**config.mk**
```make
export PLATFORM = sky130hd
export DESIGN_NAME = dmem_axi_bridge_flat
export DESIGN_NICKNAME = d
export VERILOG_FILES = /design/src/rtl/dmem_axi_bridge_if.sv /design/src/rtl/dmem_axi_bridge.sv /design/src/flat_wrapper.sv
export SDC_FILE = /design/constraint.sdc
export NUM_CORES = 1
export LEC_CHECK = 0
export ABC_AREA = 1
export CAP_MARGIN = 20
export CORE_ASPECT_RATIO = 1.25
export CORE_MARGIN = 2
export CORE_UTILIZATION = 37
export DETAILED_ROUTE_END_ITERATION = 12
export PLACE_DENSITY = 0.81
export SLEW_MARGIN = 20
export SYNTH_ARGS = -nofsm -noshare
export SYNTH_HDL_FRONTEND = slang
export SYNTH_SLANG_ARGS = --single-unit
```
**constraint.sdc**
```tcl
create_clock -name clk -period 1.67 [get_ports clk]
set_input_delay 0.167 -clock clk [delete_from_list [all_inputs] [get_ports clk]]
set_output_delay 0.167 -clock clk [all_outputs]
set_load 0.1 [all_outputs]
```
**src/rtl/dmem_axi_bridge_if.sv**
```systemverilog
// Single-beat AXI4 master/slave bundle used between the data-side bridge and the interconnect.
// All five channels are grouped here; the bridge takes the master modport.
interface dmem_axi_bridge_if;
    logic [3:0]  arid;
    logic [31:0] araddr;
    logic [7:0]  arlen;
    logic [2:0]  arsize;
    logic [1:0]  arburst;
    logic        arvalid;
    logic        arready;

    logic [3:0]  rid;
    logic [31:0] rdata;
    logic [1:0]  rresp;
    logic        rlast;
    logic        rvalid;
    logic        rready;

    logic [3:0]  awid;
    logic [31:0] awaddr;
    logic [7:0]  awlen;
    logic [2:0]  awsize;
    logic [1:0]  awburst;
    logic        awvalid;
    logic        awready;

    logic [31:0] wdata;
    logic [3:0]  wstrb;
    logic        wlast;
    logic        wvalid;
    logic        wready;

    logic [3:0]  bid;
    logic [1:0]  bresp;
    logic        bvalid;
    logic        bready;

    modport master (
        output arid, araddr, arlen, arsize, arburst, arvalid,
        input  arready,
        input  rid, rdata, rresp, rlast, rvalid,
        output rready,
        output awid, awaddr, awlen, awsize, awburst, awvalid,
        input  awready,
        output wdata, wstrb, wlast, wvalid,
        input  wready,
        input  bid, bresp, bvalid,
        output bready
    );

    modport slave (
        input  arid, araddr, arlen, arsize, arburst, arvalid,
        output arready,
        output rid, rdata, rresp, rlast, rvalid,
        input  rready,
        input  awid, awaddr, awlen, awsize, awburst, awvalid,
        output awready,
        input  wdata, wstrb, wlast, wvalid,
        output wready,
        output bid, bresp, bvalid,
        input  bready
    );
endinterface

```
**src/rtl/dmem_axi_bridge.sv**
```systemverilog
// CPU data-side sram-like responder that turns each accepted request into one
// single-beat AXI4 read or write, with at most one transaction in flight.
module dmem_axi_bridge #(
    parameter logic [3:0] AXI_ID = 4'd1
) (
    input  logic                   clk,
    input  logic                   resetn,
    input  logic                   data_req,
    input  logic                   data_wr,
    input  logic [1:0]             data_size,
    input  logic [31:0]            data_addr,
    input  logic [31:0]            data_wdata,
    output logic                   data_addr_ok,
    output logic                   data_data_ok,
    output logic [31:0]            data_rdata,
    dmem_axi_bridge_if.master      axi
);

    typedef enum logic [2:0] {
        IDLE  = 3'd0,
        RD_A  = 3'd1,
        RD_D  = 3'd2,
        WR_AW = 3'd3,
        WR_B  = 3'd4,
        DONE  = 3'd5
    } state_t;

    state_t      state;
    state_t      state_nxt;

    logic        req_wr;
    logic [1:0]  req_size;
    logic [31:0] req_addr;
    logic [31:0] req_wdata;

    logic        aw_done;
    logic        w_done;
    logic        aw_hs;
    logic        w_hs;
    logic        accept;

    // Response id/resp/last carry nothing this bridge acts on.
    logic        unused_resp;
    assign unused_resp = ^{axi.rid, axi.rresp, axi.rlast, axi.bid, axi.bresp};

    function automatic logic [3:0] lane_strb(input logic [1:0] size, input logic [1:0] offset);
        logic [3:0] strb;
        case (size)
            2'd0:    strb = 4'b0001 << offset;
            2'd1:    strb = offset[1] ? 4'b1100 : 4'b0011;
            default: strb = 4'b1111;
        endcase
        return strb;
    endfunction

    function automatic logic [1:0] norm_size(input logic [1:0] size);
        return (size == 2'd3) ? 2'd2 : size;
    endfunction

    assign accept = (state == IDLE) && data_req;
    assign aw_hs  = axi.awvalid && axi.awready;
    assign w_hs   = axi.wvalid && axi.wready;

    always_ff @(posedge clk or negedge resetn) begin
        if (!resetn) begin
            state <= IDLE;
        end else begin
            state <= state_nxt;
        end
    end

    always_comb begin
        state_nxt = state;
        case (state)
            IDLE:    if (data_req) state_nxt = data_wr ? WR_AW : RD_A;
            RD_A:    if (axi.arready) state_nxt = RD_D;
            RD_D:    if (axi.rvalid) state_nxt = DONE;
            WR_AW:   if ((aw_done || aw_hs) && (w_done || w_hs)) state_nxt = WR_B;
            WR_B:    if (axi.bvalid) state_nxt = DONE;
            DONE:    state_nxt = IDLE;
            default: state_nxt = IDLE;
        endcase
    end

    // Valids come from state and the registered done flags only, never from a ready.
    always_comb begin
        data_addr_ok = 1'b0;
        data_data_ok = 1'b0;
        axi.arvalid  = 1'b0;
        axi.rready   = 1'b0;
        axi.awvalid  = 1'b0;
        axi.wvalid   = 1'b0;
        axi.bready   = 1'b0;
        case (state)
            IDLE:  data_addr_ok = 1'b1;
            RD_A:  axi.arvalid  = 1'b1;
            RD_D:  axi.rready   = 1'b1;
            WR_AW: begin
                axi.awvalid = !aw_done;
                axi.wvalid  = !w_done;
            end
            WR_B:  axi.bready   = 1'b1;
            DONE:  data_data_ok = 1'b1;
            default: ;
        endcase
    end

    always_ff @(posedge clk or negedge resetn) begin
        if (!resetn) begin
            req_wr    <= 1'b0;
            req_size  <= 2'd0;
            req_addr  <= 32'd0;
            req_wdata <= 32'd0;
        end else if (accept) begin
            req_wr    <= data_wr;
            req_size  <= norm_size(data_size);
            req_addr  <= data_addr;
            req_wdata <= data_wdata;
        end
    end

    // Sticky completion flags let AW and W finish in either order or together.
    always_ff @(posedge clk or negedge resetn) begin
        if (!resetn) begin
            aw_done <= 1'b0;
            w_done  <= 1'b0;
        end else if (state == WR_AW) begin
            if (aw_hs) aw_done <= 1'b1;
            if (w_hs)  w_done  <= 1'b1;
        end else begin
            aw_done <= 1'b0;
            w_done  <= 1'b0;
        end
    end

    always_ff @(posedge clk or negedge resetn) begin
        if (!resetn) begin
            data_rdata <= 32'd0;
        end else if ((state == RD_D) && axi.rvalid) begin
            data_rdata <= axi.rdata;
        end
    end

    assign axi.arid    = AXI_ID;
    assign axi.araddr  = req_addr;
    assign axi.arlen   = 8'd0;
    assign axi.arsize  = {1'b0, req_size};
    assign axi.arburst = 2'b01;

    assign axi.awid    = AXI_ID;
    assign axi.awaddr  = req_addr;
    assign axi.awlen   = 8'd0;
    assign axi.awsize  = {1'b0, req_size};
    assign axi.awburst = 2'b01;

    assign axi.wdata   = req_wdata;
    assign axi.wstrb   = lane_strb(req_size, req_addr[1:0]);
    assign axi.wlast   = 1'b1;

    // req_wr is kept for visibility of the latched request; the FSM path already encodes it.
    logic unused_req_wr;
    assign unused_req_wr = req_wr;

endmodule

```
**src/flat_wrapper.sv**
```systemverilog
// flat-port wrapper written by rule: the top's interface ports become plain ports
module dmem_axi_bridge_flat 
#(
    parameter logic [3:0] AXI_ID = 4'd1
)
  (clk, resetn, data_req, data_wr, data_size, data_addr, data_wdata, data_addr_ok, data_data_ok, data_rdata, axi_arid, axi_araddr, axi_arlen, axi_arsize, axi_arburst, axi_arvalid, axi_arready, axi_rid, axi_rdata, axi_rresp, axi_rlast, axi_rvalid, axi_rready, axi_awid, axi_awaddr, axi_awlen, axi_awsize, axi_awburst, axi_awvalid, axi_awready, axi_wdata, axi_wstrb, axi_wlast, axi_wvalid, axi_wready, axi_bid, axi_bresp, axi_bvalid, axi_bready);
  dmem_axi_bridge_if axi_i ();
  input  logic clk;
  input  logic resetn;
  input  logic data_req;
  input  logic data_wr;
  input  logic [1:0] data_size;
  input  logic [31:0] data_addr;
  input  logic [31:0] data_wdata;
  output logic data_addr_ok;
  output logic data_data_ok;
  output logic [31:0] data_rdata;
  output wire logic [$bits(axi_i.arid)-1:0] axi_arid;
  output wire logic [$bits(axi_i.araddr)-1:0] axi_araddr;
  output wire logic [$bits(axi_i.arlen)-1:0] axi_arlen;
  output wire logic [$bits(axi_i.arsize)-1:0] axi_arsize;
  output wire logic [$bits(axi_i.arburst)-1:0] axi_arburst;
  output wire logic [$bits(axi_i.arvalid)-1:0] axi_arvalid;
  input wire logic [$bits(axi_i.arready)-1:0] axi_arready;
  input wire logic [$bits(axi_i.rid)-1:0] axi_rid;
  input wire logic [$bits(axi_i.rdata)-1:0] axi_rdata;
  input wire logic [$bits(axi_i.rresp)-1:0] axi_rresp;
  input wire logic [$bits(axi_i.rlast)-1:0] axi_rlast;
  input wire logic [$bits(axi_i.rvalid)-1:0] axi_rvalid;
  output wire logic [$bits(axi_i.rready)-1:0] axi_rready;
  output wire logic [$bits(axi_i.awid)-1:0] axi_awid;
  output wire logic [$bits(axi_i.awaddr)-1:0] axi_awaddr;
  output wire logic [$bits(axi_i.awlen)-1:0] axi_awlen;
  output wire logic [$bits(axi_i.awsize)-1:0] axi_awsize;
  output wire logic [$bits(axi_i.awburst)-1:0] axi_awburst;
  output wire logic [$bits(axi_i.awvalid)-1:0] axi_awvalid;
  input wire logic [$bits(axi_i.awready)-1:0] axi_awready;
  output wire logic [$bits(axi_i.wdata)-1:0] axi_wdata;
  output wire logic [$bits(axi_i.wstrb)-1:0] axi_wstrb;
  output wire logic [$bits(axi_i.wlast)-1:0] axi_wlast;
  output wire logic [$bits(axi_i.wvalid)-1:0] axi_wvalid;
  input wire logic [$bits(axi_i.wready)-1:0] axi_wready;
  input wire logic [$bits(axi_i.bid)-1:0] axi_bid;
  input wire logic [$bits(axi_i.bresp)-1:0] axi_bresp;
  input wire logic [$bits(axi_i.bvalid)-1:0] axi_bvalid;
  output wire logic [$bits(axi_i.bready)-1:0] axi_bready;
  assign axi_arid = axi_i.arid;
  assign axi_araddr = axi_i.araddr;
  assign axi_arlen = axi_i.arlen;
  assign axi_arsize = axi_i.arsize;
  assign axi_arburst = axi_i.arburst;
  assign axi_arvalid = axi_i.arvalid;
  assign axi_i.arready = axi_arready;
  assign axi_i.rid = axi_rid;
  assign axi_i.rdata = axi_rdata;
  assign axi_i.rresp = axi_rresp;
  assign axi_i.rlast = axi_rlast;
  assign axi_i.rvalid = axi_rvalid;
  assign axi_rready = axi_i.rready;
  assign axi_awid = axi_i.awid;
  assign axi_awaddr = axi_i.awaddr;
  assign axi_awlen = axi_i.awlen;
  assign axi_awsize = axi_i.awsize;
  assign axi_awburst = axi_i.awburst;
  assign axi_awvalid = axi_i.awvalid;
  assign axi_i.awready = axi_awready;
  assign axi_wdata = axi_i.wdata;
  assign axi_wstrb = axi_i.wstrb;
  assign axi_wlast = axi_i.wlast;
  assign axi_wvalid = axi_i.wvalid;
  assign axi_i.wready = axi_wready;
  assign axi_i.bid = axi_bid;
  assign axi_i.bresp = axi_bresp;
  assign axi_i.bvalid = axi_bvalid;
  assign axi_bready = axi_i.bready;
  dmem_axi_bridge #(.AXI_ID(AXI_ID)) u_core (.clk(clk), .resetn(resetn), .data_req(data_req), .data_wr(data_wr), .data_size(data_size), .data_addr(data_addr), .data_wdata(data_wdata), .data_addr_ok(data_addr_ok), .data_data_ok(data_data_ok), .data_rdata(data_rdata), .axi(axi_i));
endmodule
```
Word level (Yosys, flattened, before mapping)
Cells that the tools add are included.

operators by class
  equality and inequality tests = 14
  mux-type cells = 21
  shift-type cells = 1
  reductions and logical operators = 12

operators with widths
  operator             number
  $mux 3               5
  $pmux 3 s5           1
  $mux 1               11
  $ne 2x2->1 const B   4
  $pmux 4 s2           1
  $eq 3x2->1 const B   2
  $eq 3x3->1 const B   2
  $ne 2x1->1 const B   3
  $logic_and 1x1->1    5
  $reduce_and 5->1     1
  $mux 2               2
  $mux 4               1
  $shl 1x2->4 const A  1
  $eq 3x1->1 const B   1
  $logic_not 3->1      1
  $eq 2x1->1 const B   1
  $eq 2x2->1 const B   1
  $logic_not 1->1      2
  $logic_not 2->1      1
  $logic_or 1x1->1     2

word-level totals
  word-level logic and storage cells = 55
  register bits = 103
  output and inout bits = 174

Logic depth before layout (Yosys ltp)
  depth in word-level cells = 7
  depth in mapped cells = 10
  mapped depth without buffers = 9

Worst setup path after synthesis
OpenSTA, ideal clock, no wires.

  path type = register to output
  start = register u_core.req_addr[1] (netlist: u_core.axi.araddr[1])
  end = output axi_wstrb[2]
  buffers on the path = 0
  data required time = 1.503 ns
  cell stages (with the launch flop) = 3
  arrival = 3.239 ns
  slack = -1.736 ns
  cell sequence = dfrtp_1 inv_1 o21ai_0

between the ends
  longest elaborated chain between the ends = 2

RTL lines
  what                                   line                                          text
  start, declared                        dmem_axi_bridge.sv:33                         logic [31:0] req_addr;
  start signal, assigned                 dmem_axi_bridge.sv:117                        req_addr <= data_addr;
  $mux 4 or $shl 1x2->4 (tied branches)  dmem_axi_bridge.sv:50, dmem_axi_bridge.sv:49
  $pmux 4 s2 *                           dmem_axi_bridge.sv:48                         case (size)
  end, declared                          flat_wrapper.sv:39                            output wire logic [$bits(axi_i.wstrb)-1:0] axi_wstrb;

Mark *: on every way between the ends. The rest lies on a longest branch, timed or not.

Worst setup path in the final report
  start = register u_core.state[0]
  end = output axi_awvalid

between the ends
  longest elaborated chain between the ends = 2

RTL lines
  what                    line                   text
  start, declared         dmem_axi_bridge.sv:28  state_t state;
  start signal, assigned  dmem_axi_bridge.sv:68  state <= state_nxt;
  $eq 3x2->1              dmem_axi_bridge.sv:94  case (state)
  $mux 1                  dmem_axi_bridge.sv:94
  end, declared           flat_wrapper.sv:36     output wire logic [$bits(axi_i.awvalid)-1:0] axi_awvalid;

Every way passes these cells.

==> results by stage <==
Status:
- The run finished with clean final reports.

Clocking:
- CTS saw 103 sinks.
- TritonCTS built the clock tree.
- The worst-case clock buffer depth is 2.
- The later pin in the worst-skew pair is clocked with a latency of 0.34 ns.
- The clock input transition at the sequential cells of the worst setup and hold paths is 0.08 ns.
- The number of buffers created by CTS is 9.
- The clock tree root driver cell is sky130_fd_sc_hd__clkbuf_16.
- The number of H-tree levels is 3.

Floorplanning:
- The core region is 12500 sq um.
- The initial utilization of the core area, before any placement, comes to 37.4%.
- The die footprint is 13600 sq um.
- The boundary pin count is 294.
- The horizontal die dimension is 105 microns.
- The chip height is 130 microns.
- Row generation in the floorplan step produced 46 rows.

Global route:
- The via count of the first global-routing pass is 3983.
- Entering global routing, the biggest net connects 41 pins.
- The initial antenna violation count is 0.
- The first global-routing pass estimated 20600 microns of wire.
- The total overflow left after global routing is 0.
- Global routing used 19.3% of the available tracks across all layers.

Drt:
- For this run, the detailed router's first-pass iteration total came to 6.
- The number of DRC markers after the initial detailed-route iteration is 102.
- Using the TritonRoute via totals, the vias-per-cell ratio works out to 4.47.
- The final wirelength is 13500 microns.
- The detailed-route DRC error count is 0.
- The per-cell routed wire length is 15.6 microns.
- The count of nets left with antenna violations once routing finished came out at 0.
- The total number of vias is 3854.

Worst setup path:
- For the worst setup path, the data required time is 1.50 ns.
- Traced cell by cell, the critical path runs through buf_4, nand2_1, inv_1, nand2_2, nor2_4, buf_12.
- The delay of the slowest cell on the worst path is 0.36 ns.
- The worst register-to-register path ends at u_core.axi.wdata[1].
- The flop-to-flop setup slack is 0.12 ns.
- The start-to-end type of the worst setup path is register to output port.
- The arrival time of data at the critical path endpoint is 1.44 ns.
- The cell at the slowest stage of the critical path is sky130_fd_sc_hd__dfrtp_1.
- The number of cells on the worst reg-to-reg path is 8.
- In this run the worst path has a maximum fanout of 6.
- STA classifies the critical path startpoint as a register.
- The startpoint of the most critical register-to-register path is u_core.state[0].
- The kind of capture point of the worst setup path is an output port.

Timing:
- The worst hold slack is 0.227 ns.
- Setup repair after global routing could not meet its margin everywhere.
- The max-slew violation total from the final report is 0.
- Between clock sinks in the finished design, the worst skew comes to 0.00944 ns.
- After layout, the worst path uses 96.1% of the clock period.
- The hold violation count in the final report came to 0.
- The number of setup violations in the final report is 0.
- The routed design could run at a clock period as short as 1.61 ns.
- For this run, the top clock speed supported by timing is 0.623 GHz.

Cells and area:
- In the final layout, the share of cells above drive strength 1 is 33.1%.
- The area growth from synthesis to layout is 78.3%.
- Cells fill 66.7% of the core in the end.
- The area occupied by multi-input gates is 1620 sq um.
- The number of nets at the end of the flow is 810.
- Summing all flip-flop and latch instances after layout gives 2590 sq um.
- The layout has 916 filler cells.
- The number of antenna diodes in the final layout is 0.

Synth:
- The sequential element share of the synthesized area is 54.9%.
- Yosys printed 0 warnings.
- The number of instances in the synthesized netlist is 470.
- The average instance in the mapped netlist occupies 9.98 sq um.
- The count of distinct cell types in the synthesized netlist is 20.
- In this run the cell area of the synthesized design comes to 4690 sq um.
- The register bit total from synthesis is 103.

Placed design:
- Input and output buffers added on the ports amount to 249.
- The placed wire-length estimate is 10800 microns.
- The congestion estimate from routability-driven global placement came to 0.869.

Flow run:
- The number of violations of the max-capacitance limit is 0.

Hold path:
- The min-delay analysis places its worst path in the category primary input to async pin.
logic make-up after synthesis:
group	share of synthesized area, %
AOI/OAI and AO/OA	1.41
buffers and inverters	14.7
and+or+nand+nor	18.7
muxes	10.1
other	0.160
DFF	54.9
metal layers:
| metal | part of all wire [%] | GRT usage (%) | up-vias |
|---|---|---|---|
| met3 | 6.5 | 4.30 | 29 |
| li1 | - | - | 1790 |
| met2 | 57 | 37.2 | 191 |
| met4 | 3.1 | 9.65 | 0 |
| met1 | 33 | 19.6 | 1844 |
| met5 | 0 | 0 | - |
area by class of cell:
| type | count | share of cell area (%) |
|---|---|---|
| Timing Repair Buffer | 263 | 43.0 |
| Multi-Input combinational cell | 301 | 19.3 |
| Clock inverter | 7 | 1.00 |
| Clock buffer | 9 | 2.69 |
| Inverter | 12 | 0.568 |
| Tap cell | 168 | 2.51 |
| Sequential cell | 103 | 30.9 |
flip-flops by register name, summed over array words and instances, names as in the netlist:
name	flops
u_core.axi.araddr	32
u_core.axi.wdata	32
u_core.data_rdata	32
u_core.state	3
u_core.req_size	2
u_core.aw_done	1
u_core.w_done	1
layout by cell type, fill, tap and decap left out:
cell type                         instances
sky130_fd_sc_hd__dfrtp_2                  5
sky130_fd_sc_hd__bufinv_16                1
sky130_fd_sc_hd__o21a_1                   1
sky130_fd_sc_hd__a21oi_1                  2
sky130_fd_sc_hd__inv_2                    2
sky130_fd_sc_hd__nand2_2                  2
sky130_fd_sc_hd__nand2_1                202
sky130_fd_sc_hd__o21ai_4                  4
sky130_fd_sc_hd__inv_1                    9
sky130_fd_sc_hd__buf_4                   48
sky130_fd_sc_hd__clkbuf_16                9
sky130_fd_sc_hd__buf_12                 108
sky130_fd_sc_hd__dfrtp_1                 97
sky130_fd_sc_hd__nor2_1                   9
sky130_fd_sc_hd__nor2_4                   4
sky130_fd_sc_hd__nor2_2                   4
sky130_fd_sc_hd__o21ai_0                  4
sky130_fd_sc_hd__a22o_1                   1
sky130_fd_sc_hd__clkinvlp_4               1
sky130_fd_sc_hd__buf_6                    1
sky130_fd_sc_hd__nand3_1                  3
sky130_fd_sc_hd__inv_6                    4
sky130_fd_sc_hd__clkdlybuf4s50_1        105
sky130_fd_sc_hd__inv_8                    1
sky130_fd_sc_hd__nand2_4                  1
sky130_fd_sc_hd__mux2_2                   2
sky130_fd_sc_hd__dfrtp_4                  1
sky130_fd_sc_hd__mux2_4                  30
sky130_fd_sc_hd__inv_4                    1
sky130_fd_sc_hd__dlygate4sd3_1            1
sky130_fd_sc_hd__conb_1                  31
sky130_fd_sc_hd__nor3_4                   1
what timing repair did:
action,in CTS,in global routing
hold buffers,1,0
gates resized for setup,1,9
endpoints found under the hold margin,48,0
buffers inserted,1,0
pin swaps,1,2
setup endpoints to repair,2,29
worst max-delay path by stage:
stage	start	endpoint	slack [ns]	cells after the start
finish	u_core.state[0]	axi_awvalid	0.06	6
global route	u_core.state[0]	axi_awvalid	-0.04	6
CTS	u_core.axi.araddr[0]	axi_wstrb[2]	0.02	4
detailed placement	u_core.state[1]	u_core.axi.wdata[1]	0.12	7
global placement	u_core.state[1]	u_core.axi.araddr[10]	0.16	7
floorplan	u_core.state[1]	axi_arvalid	-0.38	3
through the flow:
step / setup TNS [ns] / instances / setup slack [ns] / instance area, sq um
2_1_floorplan: -6.85 / 499 / -0.376 / 4890
3_3_place_gp: 0 / 845 / 0.163 / 8010
3_5_place_dp: 0 / 845 / 0.119 / 8010
4_1_cts: 0 / 863 / 0.0211 / 8340
5_1_grt: -0.107 / 863 / -0.0375 / 8370
6_report: 0 / 863 / 0.0644 / 8370
cell usage after synthesis (all sizes together):
cell type,count,area share [%]
nor2,17,1.7
a21oi,2,0.21
mux2,32,10
nand3,3,0.32
a22o,1,0.19
buf,83,14
nor3,1,0.11
o21a,1,0.16
conb,2,0.16
o21ai,8,0.85
inv,12,0.96
dfrtp,103,55
nand2,205,17
critical path: cells and delay by family (launching register included):
| kind | cells | cell delay [ns] |
|---|---|---|
| buffers and inverters | 3 | 0.43 |
| and+or+nand+nor | 3 | 0.32 |
| DFF | 1 | 0.36 |
Power is left out: the tool's default activity adds up to more than one toggle a clock period on the data nets, which glitch-free logic cannot reach.
